==> src/rtl/tcb_pkg.sv <==
// rtl/tcb_pkg.sv - shared types, code range and code extraction for the TCB dense engine
package tcb_pkg;

  typedef logic signed [2:0] code_t;

  typedef enum logic [1:0] {
    IDLE = 2'd0,
    ACC  = 2'd1,
    SCAN = 2'd2,
    DONE = 2'd3
  } tcb_state_t;

  localparam int CODE_W     = 3;
  localparam int CODE_MIN   = -3;
  localparam int CODE_MAX   = 3;
  localparam int MAX_CODES  = 1024;
  localparam int CODE_VEC_W = CODE_W * MAX_CODES;

  function automatic code_t code_at(input logic [CODE_VEC_W-1:0] packed_codes, input int idx);
    return code_t'(packed_codes[idx*CODE_W +: CODE_W]);
  endfunction

endpackage

==> src/rtl/tcb_scale_mul.sv <==
// rtl/tcb_scale_mul.sv - constant multiply x*SCALE built from shifted adds of the sign-extended input
module tcb_scale_mul #(
  parameter int IN_W  = 20,
  parameter int ACC_W = 29,
  parameter int SCALE = 59
) (
  input  logic signed [IN_W-1:0]  x,
  output logic signed [ACC_W-1:0] xs
);

  localparam logic [31:0] SCALE_BITS = 32'(SCALE);

  logic signed [ACC_W-1:0] x_ext;

  assign x_ext = {{(ACC_W-IN_W){x[IN_W-1]}}, x};

  // SCALE is a constant, so only the set bits survive as adders
  always_comb begin
    xs = '0;
    for (int b = 0; b < 32; b++) begin
      if (SCALE_BITS[b]) xs = xs + (x_ext <<< b);
    end
  end

endmodule

==> src/rtl/tcb_dense_seq.sv <==
// rtl/tcb_dense_seq.sv - time-multiplexed ternary-coded dense layer with optional ReLU and arg-max
module tcb_dense_seq
  import tcb_pkg::*;
#(
  parameter int                        N_IN    = 16,
  parameter int                        N_OUT   = 10,
  parameter int                        IN_W    = 20,
  parameter int                        ACC_W   = 29,
  parameter int                        SCALE   = 59,
  parameter logic [N_OUT*N_IN*3-1:0]   WEIGHTS = '0,
  parameter logic [N_OUT*3-1:0]        BIASES  = '0,
  parameter bit                        RELU    = 1'b0,
  parameter bit                        ARGMAX  = 1'b0,
  localparam int                       CLS_W   = (N_OUT > 1) ? $clog2(N_OUT) : 1
) (
  input  logic                     clk,
  input  logic                     rst,
  input  logic                     in_valid,
  output logic                     in_ready,
  input  logic [N_IN*IN_W-1:0]     in_data,
  output logic                     out_valid,
  input  logic                     out_ready,
  output logic [N_OUT*ACC_W-1:0]   out_data,
  output logic [CLS_W-1:0]         out_class
);

  localparam int IDX_W = (N_IN > 1) ? $clog2(N_IN) : 1;
  localparam logic [CODE_VEC_W-1:0] W_EXT   = CODE_VEC_W'(WEIGHTS);
  localparam logic [CODE_VEC_W-1:0] B_EXT   = CODE_VEC_W'(BIASES);
  localparam logic signed [ACC_W-1:0] SCALE_A = ACC_W'(SCALE);

  tcb_state_t              state_q, state_d;
  logic                    in_ready_q, in_ready_d;
  logic                    out_valid_q, out_valid_d;
  logic [N_OUT*ACC_W-1:0]  out_data_q, out_data_d;
  logic [CLS_W-1:0]        out_class_q, out_class_d;
  logic [IDX_W-1:0]        idx_q, idx_d;
  logic [CLS_W-1:0]        scan_q, scan_d;
  logic signed [ACC_W-1:0] best_val_q, best_val_d;
  logic [CLS_W-1:0]        best_idx_q, best_idx_d;
  logic signed [ACC_W-1:0] acc_q [N_OUT];
  logic signed [ACC_W-1:0] acc_d [N_OUT];
  logic signed [IN_W-1:0]  in_buf_q [N_IN];
  logic signed [IN_W-1:0]  in_buf_d [N_IN];
  logic signed [ACC_W-1:0] xs;
  logic signed [ACC_W-1:0] cand;

  // 7-way select of k*v; codes outside [-3,3] contribute nothing
  function automatic logic signed [ACC_W-1:0] k_times(input code_t k,
                                                      input logic signed [ACC_W-1:0] v);
    logic signed [ACC_W-1:0] v2;
    logic signed [ACC_W-1:0] v3;
    v2 = v <<< 1;
    v3 = v + v2;
    if (int'(k) < CODE_MIN || int'(k) > CODE_MAX) return '0;
    case (k)
      3'b001:  return v;
      3'b010:  return v2;
      3'b011:  return v3;
      3'b111:  return -v;
      3'b110:  return -v2;
      3'b101:  return -v3;
      default: return '0;
    endcase
  endfunction

  function automatic logic signed [ACC_W-1:0] relu_f(input logic signed [ACC_W-1:0] v);
    return (RELU && v[ACC_W-1]) ? '0 : v;
  endfunction

  tcb_scale_mul #(
    .IN_W  (IN_W),
    .ACC_W (ACC_W),
    .SCALE (SCALE)
  ) u_scale_mul (
    .x  (in_buf_q[idx_q]),
    .xs (xs)
  );

  always_comb begin
    state_d     = state_q;
    idx_d       = idx_q;
    scan_d      = scan_q;
    best_val_d  = best_val_q;
    best_idx_d  = best_idx_q;
    acc_d       = acc_q;
    in_buf_d    = in_buf_q;
    out_data_d  = out_data_q;
    out_class_d = out_class_q;
    cand        = relu_f(acc_q[scan_q]);

    case (state_q)
      IDLE: begin
        if (in_valid && in_ready_q) begin
          for (int i = 0; i < N_IN; i++) in_buf_d[i] = in_data[i*IN_W +: IN_W];
          for (int o = 0; o < N_OUT; o++) acc_d[o] = k_times(code_at(B_EXT, o), SCALE_A);
          idx_d   = '0;
          state_d = ACC;
        end
      end
      ACC: begin
        for (int o = 0; o < N_OUT; o++) begin
          acc_d[o] = acc_q[o] + k_times(code_at(W_EXT, o*N_IN + int'(idx_q)), xs);
        end
        idx_d = IDX_W'(idx_q + 1'b1);
        if (idx_q == IDX_W'(N_IN-1)) begin
          idx_d = '0;
          if (ARGMAX) begin
            scan_d  = '0;
            state_d = SCAN;
          end else begin
            state_d = DONE;
          end
        end
      end
      SCAN: begin
        // strict greater-than keeps the lowest index on ties
        if (scan_q == '0 || cand > best_val_q) begin
          best_val_d = cand;
          best_idx_d = scan_q;
        end
        scan_d = CLS_W'(scan_q + 1'b1);
        if (scan_q == CLS_W'(N_OUT-1)) begin
          scan_d  = '0;
          state_d = DONE;
        end
      end
      DONE: begin
        if (out_ready) state_d = IDLE;
      end
      default: state_d = IDLE;
    endcase

    if (state_q != DONE && state_d == DONE) begin
      for (int o = 0; o < N_OUT; o++) out_data_d[o*ACC_W +: ACC_W] = relu_f(acc_d[o]);
      out_class_d = ARGMAX ? best_idx_d : '0;
    end

    in_ready_d  = (state_d == IDLE);
    out_valid_d = (state_d == DONE);
  end

  always_ff @(posedge clk) begin
    if (rst) begin
      state_q     <= IDLE;
      in_ready_q  <= 1'b0;
      out_valid_q <= 1'b0;
      out_data_q  <= '0;
      out_class_q <= '0;
      idx_q       <= '0;
      scan_q      <= '0;
      best_val_q  <= '0;
      best_idx_q  <= '0;
      for (int o = 0; o < N_OUT; o++) acc_q[o] <= '0;
      for (int i = 0; i < N_IN; i++) in_buf_q[i] <= '0;
    end else begin
      state_q     <= state_d;
      in_ready_q  <= in_ready_d;
      out_valid_q <= out_valid_d;
      out_data_q  <= out_data_d;
      out_class_q <= out_class_d;
      idx_q       <= idx_d;
      scan_q      <= scan_d;
      best_val_q  <= best_val_d;
      best_idx_q  <= best_idx_d;
      acc_q       <= acc_d;
      in_buf_q    <= in_buf_d;
    end
  end

  assign in_ready  = in_ready_q;
  assign out_valid = out_valid_q;
  assign out_data  = out_data_q;
  assign out_class = out_class_q;

endmodule

==> config.mk <==
export PLATFORM = sky130hd
export DESIGN_NAME = tcb_dense_seq
export DESIGN_NICKNAME = d
export VERILOG_FILES = /design/src/rtl/tcb_pkg.sv /design/src/rtl/tcb_scale_mul.sv /design/src/rtl/tcb_dense_seq.sv
export SDC_FILE = /design/constraint.sdc
export NUM_CORES = 1
export LEC_CHECK = 0
export CORE_AREA = 8 8 234 236
export CTS_CLUSTER_SIZE = 24
export DETAILED_ROUTE_END_ITERATION = 6
export DIE_AREA = 0 0 242 244
export MAX_ROUTING_LAYER = met4
export PLACE_DENSITY = 0.69
export SLEW_MARGIN = 10
export SYNTH_ARGS = -nofsm -noshare
export SYNTH_HDL_FRONTEND = slang
export SYNTH_SLANG_ARGS = --single-unit
==> constraint.sdc <==
create_clock -name clk -period 5.2 [get_ports clk]
set_input_delay 1.04 -clock clk [delete_from_list [all_inputs] [get_ports clk]]
set_output_delay 1.04 -clock clk [all_outputs]
set_load 0.02 [all_outputs]
==> flow_summary.yaml, run 1 <==
global_routing:
  grtUsageMet3: 0.0764
  overflow: 0
  antenna_found_initial: 2
  met1_usage: 0.192
  grt_pass1_wl_um: 70700
  grt_max_degree: 184
  grt_pass1_vias: 12500
  grtUsageTotal: 0.148
  busiest_layer: "met2"
  grt.met2_usage: 0.195
floorplan:
  dieArea_um2: 59000
  ios: 620
  die_w_um: 242
  rows: 83
  coreArea_um2: 50900
  initial_core_util: 0.395
  die_h_um: 244
worst_setup_path:
  path_depth: 1
  r2r-end: "out_data[252]"
  critical_path_arrival_ns: 1.75
  path_delay_family: "buffers and inverters"
  reg2reg_slack_ns: 2.81
  reg2reg_depth: 4
  worst-path-buf-inv: 1
  start_kind: "register"
  worstSetupPathType: "reg2out"
  reg2reg_from: "state_q[1]"
  critPathMaxStageDelay_ns: 0.72
  required_ns: 4.16
  crit_fanout: 3
  worstPathCellList: "clkdlybuf4s50_1"
  slowest_stage: "clkdlybuf4s50_1"
  critPathCaptureType: "output pin"
routing:
  vias: 12100
  ant_nets: 0
  dr.pass1.iters: 4
  routed_via_density: 4.66
  drc: 0
  first_iter_violations: 660
  wl_per_cell_um: 17.1
  wirelength_um: 44500
place:
  port_buffers: 295
  gp_congestion: 0.714
  placed_cell_area_um2: 23400
  dp_hpwl_um: 26000
clock_network:
  clock_path_buffers: 3
  clk_pin_slew_ns: 0.06
  numCtsBuffers: 58
  cts_max_level: 2
  tritoncts: "done"
  cts.repair.resized: 0
  ctsHoldBuffers: 0
  insertion_delay_ns: 0.61
  clockRootBuffer: "clkbuf_16"
  cts_sinks: 592
  postCtsSetupRepairBufs: 0
synthesis:
  syn_area_um2: 20100
  yosys_register_bits: 592
  ys.flop_type: "dfxtp_1"
  ys_warn_count: 0
  synth_edf_count: 0
  ys_types: 36
  ys_seq_area_frac: 0.590
  ys_async_sr_fraction: 0
  syn_avg_cell_area_um2: 12.2
  synth_cells: 1645
sta:
  final_period_minus_worst_setup_slack_ns: 2.79
  finalHoldViolations: 0
  skew_ns: 0.0203
  fin_hold_ws_ns: 0.476
  setup_violations: 0
  max_freq_mhz: 359
  worst_pin_slew_ns: 1.01
  tns_ns: 0
  period_share: 0.536
  maxSlewViolCount: 0
  max_slew_margin: 0.327
  rsz0062_at_grt: "false"
power:
  power_frac_seq: 0.518
  peakVddDrop_mv: 0.278
  swShare: 0.208
  power_leakage_nw: 11.4
  power_density_nw_per_um2: 347
  switching_power_w: 0.00183
  power.total_w: 0.00877
  combPwrFrac: 0.016
  power.internal_w: 0.00694
  p_clk_frac: 0.466
final_layout:
  drive_gt1_frac: 0.205
  fillers: 4382
  ff_latch_area_um2: 11900
  multi_input_area_um2: 7620
  nets: 2203
  areaGrowthSynthToFinish_pct: 26.1
  fin_area_um2: 25300
worst_hold_path:
  min_path_type: "reg2reg"
  holdPathStages: 1
  holdPathEnd: "acc_q[59]"
  hold_start: "acc_q[59]"
job:
  drv_cap: 0
outcome:
  status: "finished clean"
## Yosys cell counts (2+ instances only)
master,count,area share
buf_6,11,0.0062
nor2b_1,293,0.091
o21ai_0,5,0.0012
dfxtp_1,592,0.59
a21oi_1,5,0.0012
and3_1,290,0.090
buf_2,24,0.0060
a21o_1,2,0.00075
clkbuf_1,95,0.018
nor2_1,3,0.00056
mux2_2,190,0.11
or3_1,2,0.00062
buf_4,4,0.0015
nand2_1,4,0.00075
mux2_4,100,0.075
nand3_1,2,0.00050
nand2b_1,4,0.0012
## registers in the layout (all words and copies together) (netlist names)
name / cells
acc_q: 290
idx_q: 4
in_ready: 1
out_data: 290
out_valid: 1
scan_q: 4
state_q: 2
## worst max path at each step
| stage | from | end |
|---|---|---|
| 2_1_floorplan | rst | out_data[37] |
| 3_3_place_gp | rst | out_data[209] |
| 3_5_place_dp | rst | out_data[195] |
| 4_1_cts | in_ready | in_ready |
| 5_1_grt | in_ready | in_ready |
| 6_report | in_ready | in_ready |
## layout make-up
cell class / count / area share
timing repair buffer: 304 / 0.122
inverter: 1 / 0.000445
clock inverter: 17 / 0.00751
clock buffer: 84 / 0.0667
antenna: 2 / 0.000198
multi-input combinational: 921 / 0.301
sequential: 592 / 0.468
tap: 680 / 0.0336
## per-layer routing
metal | vias to the layer above | share of wire
met1 | 5716 | 0.48
met3 | 80 | 0.11
li1 | 6006 | -
met5 | - | 0
met2 | 325 | 0.38
met4 | 0 | 0.025
## through the flow
| step | cells | setup WS [ns] | util |
|---|---|---|---|
| after global placement | 2498 | 2.11 | 0.460 |
| after detailed placement | 2498 | 2.09 | 0.460 |
| final | 2601 | 2.41 | 0.497 |
| after CTS | 2599 | 2.37 | 0.497 |
| after floorplan | 1648 | 2.90 | - |
| after global routing | 2601 | 2.37 | 0.497 |
## cell usage in the layout (no fill, tap or decap), types with 2 or more instances in the layout
| master | Yosys | final |
|---|---|---|
| a21o_1 | 2 | 2 |
| a21oi_1 | 5 | 5 |
| and3_1 | 290 | 290 |
| buf_12 | 0 | 6 |
| buf_4 | 4 | 3 |
| bufinv_16 | 0 | 3 |
| clkbuf_1 | 95 | 12 |
| clkbuf_16 | 0 | 58 |
| clkbuf_8 | 0 | 15 |
| clkdlybuf4s50_1 | 0 | 294 |
| clkinv_2 | 0 | 8 |
| clkinv_4 | 0 | 3 |
| conb_1 | 1 | 4 |
| dfxtp_1 | 592 | 592 |
| diode_2 | 0 | 2 |
| inv_6 | 0 | 2 |
| mux2_2 | 190 | 190 |
| mux2_4 | 100 | 100 |
| nand2_1 | 4 | 4 |
| nand2b_1 | 4 | 4 |
| nand3_1 | 2 | 2 |
| nor2_1 | 3 | 3 |
| nor2b_1 | 293 | 293 |
| o21ai_0 | 5 | 5 |
| or3_1 | 2 | 2 |
## power groups by stage
| stage | logic (W) | registers (W) | clock network (W) |
|---|---|---|---|
| 3_5_place_dp | 0.000142 | 0.00464 | 0 |
| 3_3_place_gp | 0.000142 | 0.00464 | 0 |
| 2_1_floorplan | 0.0000947 | 0.00464 | 0 |
| 5_1_grt | 0.000153 | 0.00454 | 0.00440 |
| 6_report | 0.000140 | 0.00454 | 0.00409 |
| 4_1_cts | 0.000142 | 0.00454 | 0.00421 |
## cells by family (layout without fill, tap and decap cells)
family / Yosys count / count (layout) / share of synthesized area
compound gates: 19 / 19 / 0.00611
other cells: 1 / 6 / 0.000187
simple gates: 605 / 605 / 0.189
flops: 592 / 592 / 0.590
buf+inv: 135 / 406 / 0.0316
mux: 290 / 290 / 0.181
xor+xnor: 2 / 2 / 0.000873
fa+ha+maj: 1 / 1 / 0.000623
No activity file was read; power rests on OpenSTA's default activity.
==> run 2: changes to the inputs <==
CORE_AREA = 8 8 235 237   (was 8 8 234 236)
DIE_AREA = 0 0 243 245   (was 0 0 242 244)
PLACE_DENSITY = 0.72   (was 0.69)
clock period = 2.4 ns   (was 5.2 ns; I/O delays follow)
==> flow_summary.yaml, run 2 (synthesized netlist as in run 1, its figures left out) <==
power:
  p_clk_frac: 0.487
  swShare: 0.207
  power.internal_w: 0.0158
  power.total_w: 0.0199
  peakVddDrop_mv: 0.664
  switching_power_w: 0.00411
  power_density_nw_per_um2: 767
  combPwrFrac: 0.018
  power_leakage_nw: 11.7
  power_frac_seq: 0.495
clock_network:
  clock_path_buffers: 3
  postCtsSetupRepairBufs: 0
  insertion_delay_ns: 0.61
  numCtsBuffers: 58
  ctsHoldBuffers: 0
  cts_max_level: 2
  clockRootBuffer: "clkbuf_16"
  clk_pin_slew_ns: 0.07
  cts.repair.resized: 0
  tritoncts: "done"
  cts_sinks: 592
sta:
  max_slew_margin: 0.611
  finalHoldViolations: 0
  maxSlewViolCount: 0
  final_period_minus_worst_setup_slack_ns: 2.24
  max_freq_mhz: 447
  period_share: 0.932
  skew_ns: 0.0219
  setup_violations: 0
  rsz0062_at_grt: "false"
  worst_pin_slew_ns: 0.584
  tns_ns: 0
routing:
  vias: 12400
  wirelength_um: 44900
  highest_layer: "met4"
  drc: 0
  met1_length_um: 21600
  dr.pass1.iters: 4
  wl_per_cell_um: 17.0
  ant_nets: 0
  wl_met2_um: 17900
  routed_via_density: 4.69
  first_iter_violations: 591
  route.met3.wl_um: 4550
place:
  placed_cell_area_um2: 23800
  port_buffers: 295
  gp_congestion: 0.751
  dp_hpwl_um: 28000
floorplan:
  ios: 620
  rows: 84
  dieArea_um2: 59500
  initial_core_util: 0.388
  die_h_um: 245
  coreArea_um2: 51700
  die_w_um: 243
global_routing:
  grt_max_degree: 131
  grt_pass1_vias: 12800
  overflow: 0
  antenna_found_initial: 1
  grt_pass1_wl_um: 71400
  grtUsageTotal: 0.149
worst_setup_path:
  crit_fanout: 3
  required_ns: 1.92
  start_kind: "register"
  worstPathCellList: "clkdlybuf4s50_1"
  worst-path-buf-inv: 1
  worstSetupPathType: "reg2out"
  path_delay_family: "buffers and inverters"
  slowest_stage: "clkdlybuf4s50_1"
  critPathMaxStageDelay_ns: 0.71
  critical_path_arrival_ns: 1.76
  critPathCaptureType: "output pin"
final_layout:
  ff_latch_area_um2: 11900
  fin_area_um2: 25900
  multi_input_area_um2: 7620
  nets: 2227
  areaGrowthSynthToFinish_pct: 29.0
  layout_common_cells: "dfxtp_1 (592), clkdlybuf4s50_1 (294), nor2b_1 (293), and3_1 (290), mux2_2 (190)"
  final_common_cell: "dfxtp_1"
  fillers: 4430
  drive_gt1_frac: 0.220
worst_hold_path:
  min_path_type: "in2reg"
outcome:
  status: "finished clean"
job:
  drv_cap: 0
[run 2: cell type report]
| type | instances | share of cell area |
|---|---|---|
| flip-flops and latches | 592 | 0.458 |
| multi-input cells | 921 | 0.294 |
| repair buffers | 328 | 0.134 |
| clock buffers | 80 | 0.0646 |
| well taps | 688 | 0.0332 |
| clock inverters | 28 | 0.0156 |
| inverters | 1 | 0.000338 |
| diodes | 1 | 0.0000966 |
[run 2: power by group through the flow]
stage	registers (W)	logic (W)	clock network (W)
floorplan	0.0101	0.000205	0
global placement	0.0101	0.000354	0
detailed placement	0.0101	0.000355	0
CTS	0.00983	0.000355	0.00992
global route	0.00983	0.000384	0.0103
finish	0.00984	0.000352	0.00969
[run 2: final timing paths]
check | slack (ns) | from | cells past startpoint | end
worst max-delay path | 0.16 | in_ready | 1 | in_ready
worst min register to register | 0.48 | acc_q[116] | 1 | acc_q[116]
worst min-delay path | 0.29 | rst | 2 | idx_q[3]
worst max register to register | 0.31 | idx_q[0] | 6 | out_data[119]
[run 2: routing by layer]
metal / vias up / global-route usage
met2: 335 / 0.203
li1: 6051 / -
met4: 0 / 0.0390
met3: 68 / 0.0662
met1: 5920 / 0.198
met5: - / -
[run 2: through the flow]
stage | utilization | worst slack (ns) | hold WS (ns) | cells
after floorplan | - | 0.652 | 0.450 | 1648
after global placement | 0.461 | 0.228 | 0.462 | 2530
after detailed placement | 0.461 | 0.201 | 0.463 | 2530
after CTS | 0.501 | 0.0632 | 0.242 | 2638
after global routing | 0.501 | 0.0381 | 0.269 | 2639
final | 0.501 | 0.164 | 0.293 | 2639
